`config.mk`:
```
export PLATFORM = sky130hd
export DESIGN_NAME = pb_board_responder
export DESIGN_NICKNAME = d
export VERILOG_FILES = /design/src/rtl/pb_bus_pkg.sv /design/src/rtl/pb_sync2.sv /design/src/rtl/pb_board_responder.sv
export SDC_FILE = /design/constraint.sdc
export NUM_CORES = 1
export LEC_CHECK = 0
export BUFFER_PORTS_ARGS = -buffer_cell sky130_fd_sc_hd__buf_4
export CAP_MARGIN = 15
export CORE_MARGIN = 1.5
export CORE_UTILIZATION = 45
export CTS_CLUSTER_SIZE = 30
export DETAILED_ROUTE_END_ITERATION = 12
export PLACE_DENSITY = 0.69
export SYNTH_ARGS = -nofsm -noshare
export SYNTH_HDL_FRONTEND = slang
export SYNTH_SLANG_ARGS = --single-unit
```
`constraint.sdc`:
```
create_clock -name clock -period 2.1 [get_ports clock]
set_input_delay 0.21 -clock clock [delete_from_list [all_inputs] [get_ports clock]]
set_output_delay 0.21 -clock clock [all_outputs]
set_load 0.01 [all_outputs]
```
`src/rtl/pb_bus_pkg.sv`:
```
// Shared definitions for the board end of the parallel peripheral bus: FSM states,
// register map constants and the default ID byte.
package pb_bus_pkg;

    typedef enum logic [2:0] {
        IDLE,
        RD,
        TURN,
        WR,
        RECOVER
    } pb_state_t;

    localparam int         PB_NUM_OUT_REGS    = 4;
    localparam int         PB_ADDR_IN_BASE    = 4;
    localparam logic [7:0] PB_DEFAULT_ID_BYTE = 8'hA5;

    // Addresses below the in_regs base map onto the writable output registers.
    function automatic logic is_out_addr(input logic [2:0] addr);
        return int'(addr) < PB_ADDR_IN_BASE;
    endfunction

endpackage

```
`src/rtl/pb_sync2.sv`:
```
// Parameterised-width two-flop synchronizer with a configurable reset value.
module pb_sync2 #(
    parameter int               WIDTH   = 1,
    parameter logic [WIDTH-1:0] RST_VAL = '0
) (
    input  logic             clock,
    input  logic             reset,
    input  logic [WIDTH-1:0] d,
    output logic [WIDTH-1:0] q
);

    logic [WIDTH-1:0] meta;

    // NOTE: both stages use non-blocking assignments so meta and q form two distinct
    // flops; a blocking assignment here would collapse the chain into a single stage.
    always_ff @(posedge clock) begin
        if (reset) begin
            meta <= RST_VAL;
            q    <= RST_VAL;
        end else begin
            meta <= d;
            q    <= meta;
        end
    end

endmodule

```
`src/rtl/pb_board_responder.sv`:
```
// Board (target) end of the parallel peripheral bus: synchronizes the bus pins, decodes
// read/write strobes and serves the register map. Optional macro: PB_RESP_ERR_CNT_EN.
module pb_board_responder
    import pb_bus_pkg::*;
#(
    parameter logic [3:0] BOARD_ID       = 4'h0,
    parameter logic [7:0] ID_BYTE        = PB_DEFAULT_ID_BYTE,
    parameter int         STROBE_TIMEOUT = 1024
) (
    input  logic        clock,
    input  logic        reset,
    input  logic [3:0]  board_sel,
    input  logic [2:0]  addr_in,
    input  logic        rd_n,
    input  logic        wr_n,
    input  logic        test_addr,
    input  logic        lamp_reset,
    input  logic [7:0]  data_in,
    output logic [7:0]  data_out,
    output logic        data_oe,
    output logic [31:0] out_regs,
    input  logic [31:0] in_regs,
    output logic [7:0]  err_count
);

    localparam int               TMO_W    = $clog2(STROBE_TIMEOUT + 1);
    localparam logic [TMO_W-1:0] TMO_LAST = TMO_W'(STROBE_TIMEOUT - 1);

    logic       rd_s, wr_s, test_s, lamp_s;
    logic [3:0] sel_s;
    logic [2:0] addr_s;
    logic [7:0] data_s;
    logic       selected;

    pb_sync2 #(.WIDTH(2), .RST_VAL(2'b11)) u_sync_strobe (
        .clock (clock),
        .reset (reset),
        .d     ({rd_n, wr_n}),
        .q     ({rd_s, wr_s})
    );

    pb_sync2 #(.WIDTH(9), .RST_VAL(9'h000)) u_sync_ctrl (
        .clock (clock),
        .reset (reset),
        .d     ({board_sel, addr_in, test_addr, lamp_reset}),
        .q     ({sel_s, addr_s, test_s, lamp_s})
    );

    pb_sync2 #(.WIDTH(8), .RST_VAL(8'h00)) u_sync_data (
        .clock (clock),
        .reset (reset),
        .d     (data_in),
        .q     (data_s)
    );

    assign selected = (sel_s == BOARD_ID);

    pb_state_t                             state;
    logic [2:0]                            addr_q;
    logic                                  test_q;
    logic [7:0]                            wr_data;
    logic [TMO_W-1:0]                      tmo_cnt;
    logic [PB_NUM_OUT_REGS-1:0][7:0]       regs_q;
    logic [3:0][7:0]                       in_bytes;
    logic [7:0]                            read_byte;
    logic                                  err_pulse;

    assign in_bytes = in_regs;
    assign out_regs = regs_q;

    always_comb begin
        read_byte = ID_BYTE;
        if (!test_q) begin
            if (is_out_addr(addr_q)) read_byte = regs_q[addr_q[1:0]];
            else                     read_byte = in_bytes[addr_q[1:0]];
        end
    end

    // NOTE: the output registers are only four bytes, so they sit in the synchronous reset
    // with everything else rather than being left uninitialised like a RAM would be.
    always_ff @(posedge clock) begin
        if (reset) begin
            state     <= IDLE;
            addr_q    <= '0;
            test_q    <= 1'b0;
            wr_data   <= '0;
            tmo_cnt   <= '0;
            regs_q    <= '0;
            err_pulse <= 1'b0;
            data_out  <= '0;
            data_oe   <= 1'b0;
        end else begin
            err_pulse <= 1'b0;
            case (state)
                IDLE: begin
                    data_oe <= 1'b0;
                    tmo_cnt <= '0;
                    if (!rd_s && !wr_s) begin
                        err_pulse <= 1'b1;
                        state     <= RECOVER;
                    end else if (!rd_s && selected) begin
                        addr_q <= addr_s;
                        test_q <= test_s;
                        state  <= RD;
                    end else if (!wr_s && selected) begin
                        addr_q  <= addr_s;
                        wr_data <= data_s;
                        state   <= WR;
                    end
                end
                RD: begin
                    if (!wr_s) begin
                        data_oe   <= 1'b0;
                        err_pulse <= 1'b1;
                        state     <= RECOVER;
                    end else if (rd_s) begin
                        data_oe <= 1'b0;
                        state   <= TURN;
                    end else if (tmo_cnt == TMO_LAST) begin
                        data_oe   <= 1'b0;
                        err_pulse <= 1'b1;
                        state     <= RECOVER;
                    end else begin
                        tmo_cnt  <= tmo_cnt + TMO_W'(1);
                        data_oe  <= 1'b1;
                        data_out <= read_byte;
                    end
                end
                TURN: begin
                    data_oe <= 1'b0;
                    state   <= IDLE;
                end
                WR: begin
                    // wr_data holds the last sample seen while wr_s was still low.
                    if (!rd_s) begin
                        err_pulse <= 1'b1;
                        state     <= RECOVER;
                    end else if (wr_s) begin
                        if (is_out_addr(addr_q)) regs_q[addr_q[1:0]] <= wr_data;
                        else                     err_pulse <= 1'b1;
                        state <= IDLE;
                    end else if (tmo_cnt == TMO_LAST) begin
                        err_pulse <= 1'b1;
                        state     <= RECOVER;
                    end else begin
                        tmo_cnt <= tmo_cnt + TMO_W'(1);
                        wr_data <= data_s;
                    end
                end
                RECOVER: begin
                    data_oe <= 1'b0;
                    if (rd_s && wr_s) state <= IDLE;
                end
                default: begin
                    data_oe <= 1'b0;
                    state   <= IDLE;
                end
            endcase

            // Lamp reset is placed last so it overrides a same-cycle write commit.
            if (lamp_s) regs_q <= '0;
        end
    end

`ifdef PB_RESP_ERR_CNT_EN
    always_ff @(posedge clock) begin
        if (reset)                                 err_count <= 8'h00;
        else if (err_pulse && err_count != 8'hFF)  err_count <= err_count + 8'h01;
    end
`else
    logic unused_err_pulse;
    assign unused_err_pulse = err_pulse;
    assign err_count        = 8'h00;
`endif

endmodule

```
======== Yosys cells after proc, flatten, opt, wreduce, memory -nomap -nowiden ========
Cells that the tools add are included.
storage, ports and cells
  flip-flop bits (word level) ............. 105
  bits in latches ......................... 0
  bits in writable memories ............... 0
  bits in read-only memories .............. 0
  input bits .............................. 53
  output and inout bits ................... 49
  memories kept ........................... 0
operators by class
  add/sub/neg operators ................... 1
  $mul .................................... 0
  div/mod/pow operators ................... 0
  order comparisons ....................... 3
  eq/ne operators ......................... 14
  shifts and indexed selects .............. 0
  muxes and demuxes ....................... 38
  bitwise logic cells ..................... 3
  reduce and logical (&&, ||, !) cells .... 20
operator list
  cell                                                    count
  2-to-1 mux 8 bit                                        11
  2-to-1 mux 11 bit                                       5
  2-to-1 mux 3 bit                                        11
  one-hot mux 11 bit (3 select lines)                     1
  binary-select mux 8 bit (select 2 bit)                  2
  bitwise mux 32 bit                                      1
  demux 8 bit (select 2 bit)                              1
  one-hot mux 8 bit (2 select lines)                      1
  != test 2 bit (second input constant)                   7
  one-hot mux 3 bit (4 select lines)                      1
  adder 11 x 1 -> 11 bit (second input constant)          1
  equality test 11 x 10 -> 1 bit (second input constant)  1
  AND reduction 4 bit                                     2
  AND reduction 7 bit                                     1
  AND reduction 3 bit                                     2
  logical AND 1 bit                                       5
  AND reduction 5 bit                                     1
  logical NOT 4 bit                                       1
  != test 2 x 1 -> 1 bit (second input constant)          2
  != test 4 bit (second input constant)                   1
  nonzero test 2 bit                                      2
  equality test 3 x 1 -> 1 bit (second input constant)    1
  equality test 3 x 2 -> 1 bit (second input constant)    1
  equality test 3 bit (second input constant)             1
  11 further kinds                                        16

======== Logic depth before layout (Yosys ltp) ========
  word-level depth ........................ 6
  gate-level depth with buffers ........... 7
  gate-level depth less buffers ........... 6

======== Hierarchy ========
A second synthesis with hierarchy kept.
second synthesis, totals
  cell total of the unflattened synthesis .. 417
  area total of the unflattened synthesis .. 4401.7 um^2
by module, submodules not included
  module                     instances  cells each  area an instance (um^2)
  pb_board_responder         1          339         3343.2
  pb_sync2 at u_sync_ctrl    1          37          489.2
  pb_sync2 at u_sync_data    1          33          464.2
  pb_sync2 at u_sync_strobe  1          8           105.1

======== Least setup slack after synthesis ========
Ideal clock, no wire load.
  path type ............................... register to register
  start ................................... reg tmo_cnt[0]
  end ..................................... reg tmo_cnt[2]
  setup time .............................. 0.070 ns
  arrival ................................. 1.841 ns
  data required time ...................... 2.030 ns
  path slack .............................. 0.189 ns
  stages on the path, launching flop included .. 7
  path buffers ............................ 0
  cells stage by stage .................... dfxtp_1 -> ha_1 -> nand3_1 -> nor4_1 -> a21oi_1 -> a21bo_2 -> a21oi_1
on the way
  word-level cells in the longest chain between the ends .. 5
RTL lines
  element                                                                          line                                                  text
  from (decl)                                                                      pb_board_responder.sv:62                              logic [TMO_W-1:0] tmo_cnt;
  from (signal assigned)                                                           pb_board_responder.sv:124                             tmo_cnt <= tmo_cnt + TMO_W'(1);
  from (signal assigned)                                                           pb_board_responder.sv:146                             tmo_cnt <= tmo_cnt + TMO_W'(1);
  adder 11 x 1 -> 11 bit / equality test 11 x 10 -> 1 bit (equally long branches)  n/a
  2-to-1 mux 11 bit *                                                              pb_board_responder.sv:119, pb_board_responder.sv:142
  2-to-1 mux 11 bit (on tied branches)                                             pb_board_responder.sv:138, pb_board_responder.sv:116
  2-to-1 mux 11 bit (on tied branches)                                             pb_board_responder.sv:135, pb_board_responder.sv:112
  one-hot mux 11 bit (3 select lines) *                                            pb_board_responder.sv:94                              case (state)
Every way passes the cells marked *; elsewhere a longest branch is shown, timed or not. The select of a mux whose other input is x is not followed.
A chain may end at the register's enable or synchronous reset.

======== Worst setup path in the final report ========
  start ................................... reg tmo_cnt[0]
  end ..................................... reg data_out[1]
on the way
  word-level cells in the longest chain between the ends .. 3
RTL lines
  element                         line                       text
  equality test 11 x 10 -> 1 bit  pb_board_responder.sv:119  end else if (tmo_cnt == TMO_LAST) begin
  inverter 1 bit (no line)        n/a
  AND reduction 4 bit (no line)   n/a
  to (signal assigned)            pb_board_responder.sv:126  data_out <= read_byte;
  to (decl)                       pb_board_responder.sv:19   output logic [7:0] data_out,
Every way passes these cells.

==> results.yml <==
final_layout:
  final_layout_size_suffix_gt1_share_pct: 31.0
  n_antenna_cell: 0
  area.growth.synth_to_final_pct: 25.0
  final_common_cell: "buf_4"
  mostFrequentLayoutCells: "buf_4, dfxtp_1, nor2_1, mux2i_1, nor2b_1"
  final_nets: 556
  final_util_pct: 58.0
setup_path:
  required_ps: 2390
  path_max_fanout: 10
  path_class: "reg -> reg"
  slowest_stage: "or3_4"
  cp-start-kind: "flip-flop"
  slowest_delay_ps: 430
  critPathCaptureType: "flip-flop"
  crit_chain: "ha_1, nand3_1, o31ai_2, or3_4, or3_1, a21oi_1"
  crit_buf_inv: 0
  arrival_ps: 2260
  path_delay_family: "simple AND/OR/NAND/NOR gates"
route:
  num_vias: 3129
  dr.first_iter.drc_count: 99
  firstDrtPassIters: 4
  drc: 0
  wirelength_um: 9020
  wl_per_cell_um: 14.2
  via_per_inst: 4.93
  drt.antenna.violating_nets: 0
global_route:
  grt_pass1_wl_um: 14700
  antenna_found_initial: 0
  grt_max_degree: 52
  track_usage_pct: 18.8
  grt_pass1_vias: 2979
  overflow: 0
die:
  core_area_mm2: 0.00924
  die_y_um: 101
  initial_core_util_pct: 46.4
  num_rows: 35
  fp.dieW_um: 101
  dieArea_mm2: 0.0101
  ios: 102
sta:
  tns_ps: 0
  hold_viol: 0
  worst_pin_slew_ps: 589
  fin_crit_sh_pct: 93.5
  setup-violations-final: 0
  maxSlewHeadroom_pct: 60.7
  fin_crit_ps: 1960
  holdWs_ps: 33.1
  skew_ps: 8.26
  final_max_slew_viol_count: 0
  max_freq_mhz: 509
job:
  maxCapViolations: 0
synth:
  synth_top_area_cell: "dfxtp_1"
  async_reset_ff_share_pct: 0
  synth-seq-cells: 105
  post_synth_main_area_contributors: "dfxtp_1, mux2i_1, mux4_2"
  synthDistinctLibCells: 41
  yosysWarnings: 0
  synth_edf_count: 0
  yosys.area.top_type_share_pct: 49.0
  synth_area_per_cell_um2: 10.6
  yosysSeqAreaShare_pct: 49.0
  ys.flop_type: "dfxtp_1"
  synthCells: 405
  synthesis.area_mm2: 0.00429
placed_design:
  hpwl_um: 6610
  gp_congestion: 0.820
  portBuffers: 93
clocking:
  cts-root-buf: "clkbuf_8"
  hold_buffers: 0
  post-cts-setup-buffer-count: 0
  path_clk_slew_ps: 100
  h-tree-depth: 3
  tritoncts.num_buffers: 9
  clkSinkCount: 105
  cts_tree: "done"
  clk_path_buf_depth: 2
  clock_latency_ps: 360
power_and_ir_drop:
  vdd_drop_max_mv: 0.427
  power_density_mw_per_mm2: 663
  leakage_nw: 2.29
  power_mw: 3.55
outcome:
  status: "finished, final reports clean"
min_path:
  hold_path.class: "in -> reg"
## per-layer routing
layer	part of all wire [%]	wire [um]	track usage, %	vias up
met5	0	0	0	-
met4	1.8	165	7.80	0
met3	4.1	370	3.47	16
met2	46	4160	29.5	89
met1	48	4330	25.5	1432
li1	-	-	-	1592
## power by group
group	internal, mW	total [mW]	switching [mW]
Combinational	0.145	0.279	0.133
Clock	0.551	1.22	0.673
Sequential	2.03	2.05	0.0197
## repair_timing
item	4_1_cts	5_1_grt
setup endpoints to repair	1	3
hold endpoints to repair	0	0
resized for setup	1	3
## cell usage after synthesis, types with 2 or more instances
cell type,count
or2_2,6
and3_1,2
nor2b_1,35
o31ai_1,2
or4_1,2
mux4_2,16
o211ai_1,2
clkbuf_1,12
nand2b_1,4
nor2_1,63
buf_6,2
buf_4,10
xnor2_1,4
nand4_1,2
nand3b_1,4
nand3_1,6
or3_1,9
o21ai_0,2
nand2_1,10
nor4_1,3
buf_2,6
a21oi_1,13
dfxtp_1,105
nor3_1,5
a211oi_1,7
buf_1,2
inv_1,2
mux2i_1,55
a21o_1,2
## kinds of logic (layout without fill, tap and decap cells)
kind of cell	Yosys count	after routing	synth area share, %
simple gates	155	155	18.4
flops	105	105	49.0
mux	71	71	21.2
compound gates	34	34	5.72
buf+inv	34	128	4.38
xor+xnor	4	4	0.817
fa+ha+maj	1	1	0.292
other cells	1	8	0.0875
## worst reg2reg max path, stage by stage, from the launching register on
cell and delay (ps):
dfxtp_1 360, ha_1 250, nand3_1 230, o31ai_2 140, or3_4 430, or3_1 360, a21oi_1 130
## layout make-up
| type | count | area, um^2 |
|---|---|---|
| timing repair buffer | 111 | 846 |
| fill | 803 | 3880 |
| sequential | 105 | 2100 |
| inverter | 2 | 7.51 |
| multi-input combinational | 273 | 2050 |
| clock buffer | 9 | 124 |
| clock inverter | 6 | 68.8 |
| tap | 129 | 161 |
## flip-flops by register name (all words and copies together) (netlist names)
signal / cells
out_regs: 32
tmo_cnt: 11
u_sync_ctrl.meta: 9
u_sync_ctrl.q: 9
data_out: 8
u_sync_data.meta: 8
u_sync_data.q: 8
wr_data: 8
addr_q: 3
state: 3
u_sync_strobe.meta: 2
u_sync_strobe.q: 2
data_oe: 1
test_q: 1
## stage by stage
step / setup WS [ps] / std cells / area [um^2]
2_1_floorplan: 189 / 412 / 4310
4_1_cts: 94.4 / 635 / 5340
3_5_place_dp: 15.8 / 620 / 5140
6_report: 136 / 635 / 5360
3_3_place_gp: 143 / 620 / 5140
5_1_grt: -0.653 / 635 / 5360
## final timing paths
kind                                       startpoint               endpoint  slack [ps]  depth (start not counted)
worst max-delay path                       tmo_cnt[0]            data_out[1]         140                          6
worst min-delay path                             wr_n  u_sync_strobe.meta[0]          30                          2
worst max register to register             tmo_cnt[0]            data_out[1]         140                          6
worst min register to register  u_sync_strobe.meta[1]     u_sync_strobe.q[1]         430                          1
No activity file was read; power rests on OpenSTA's default activity.
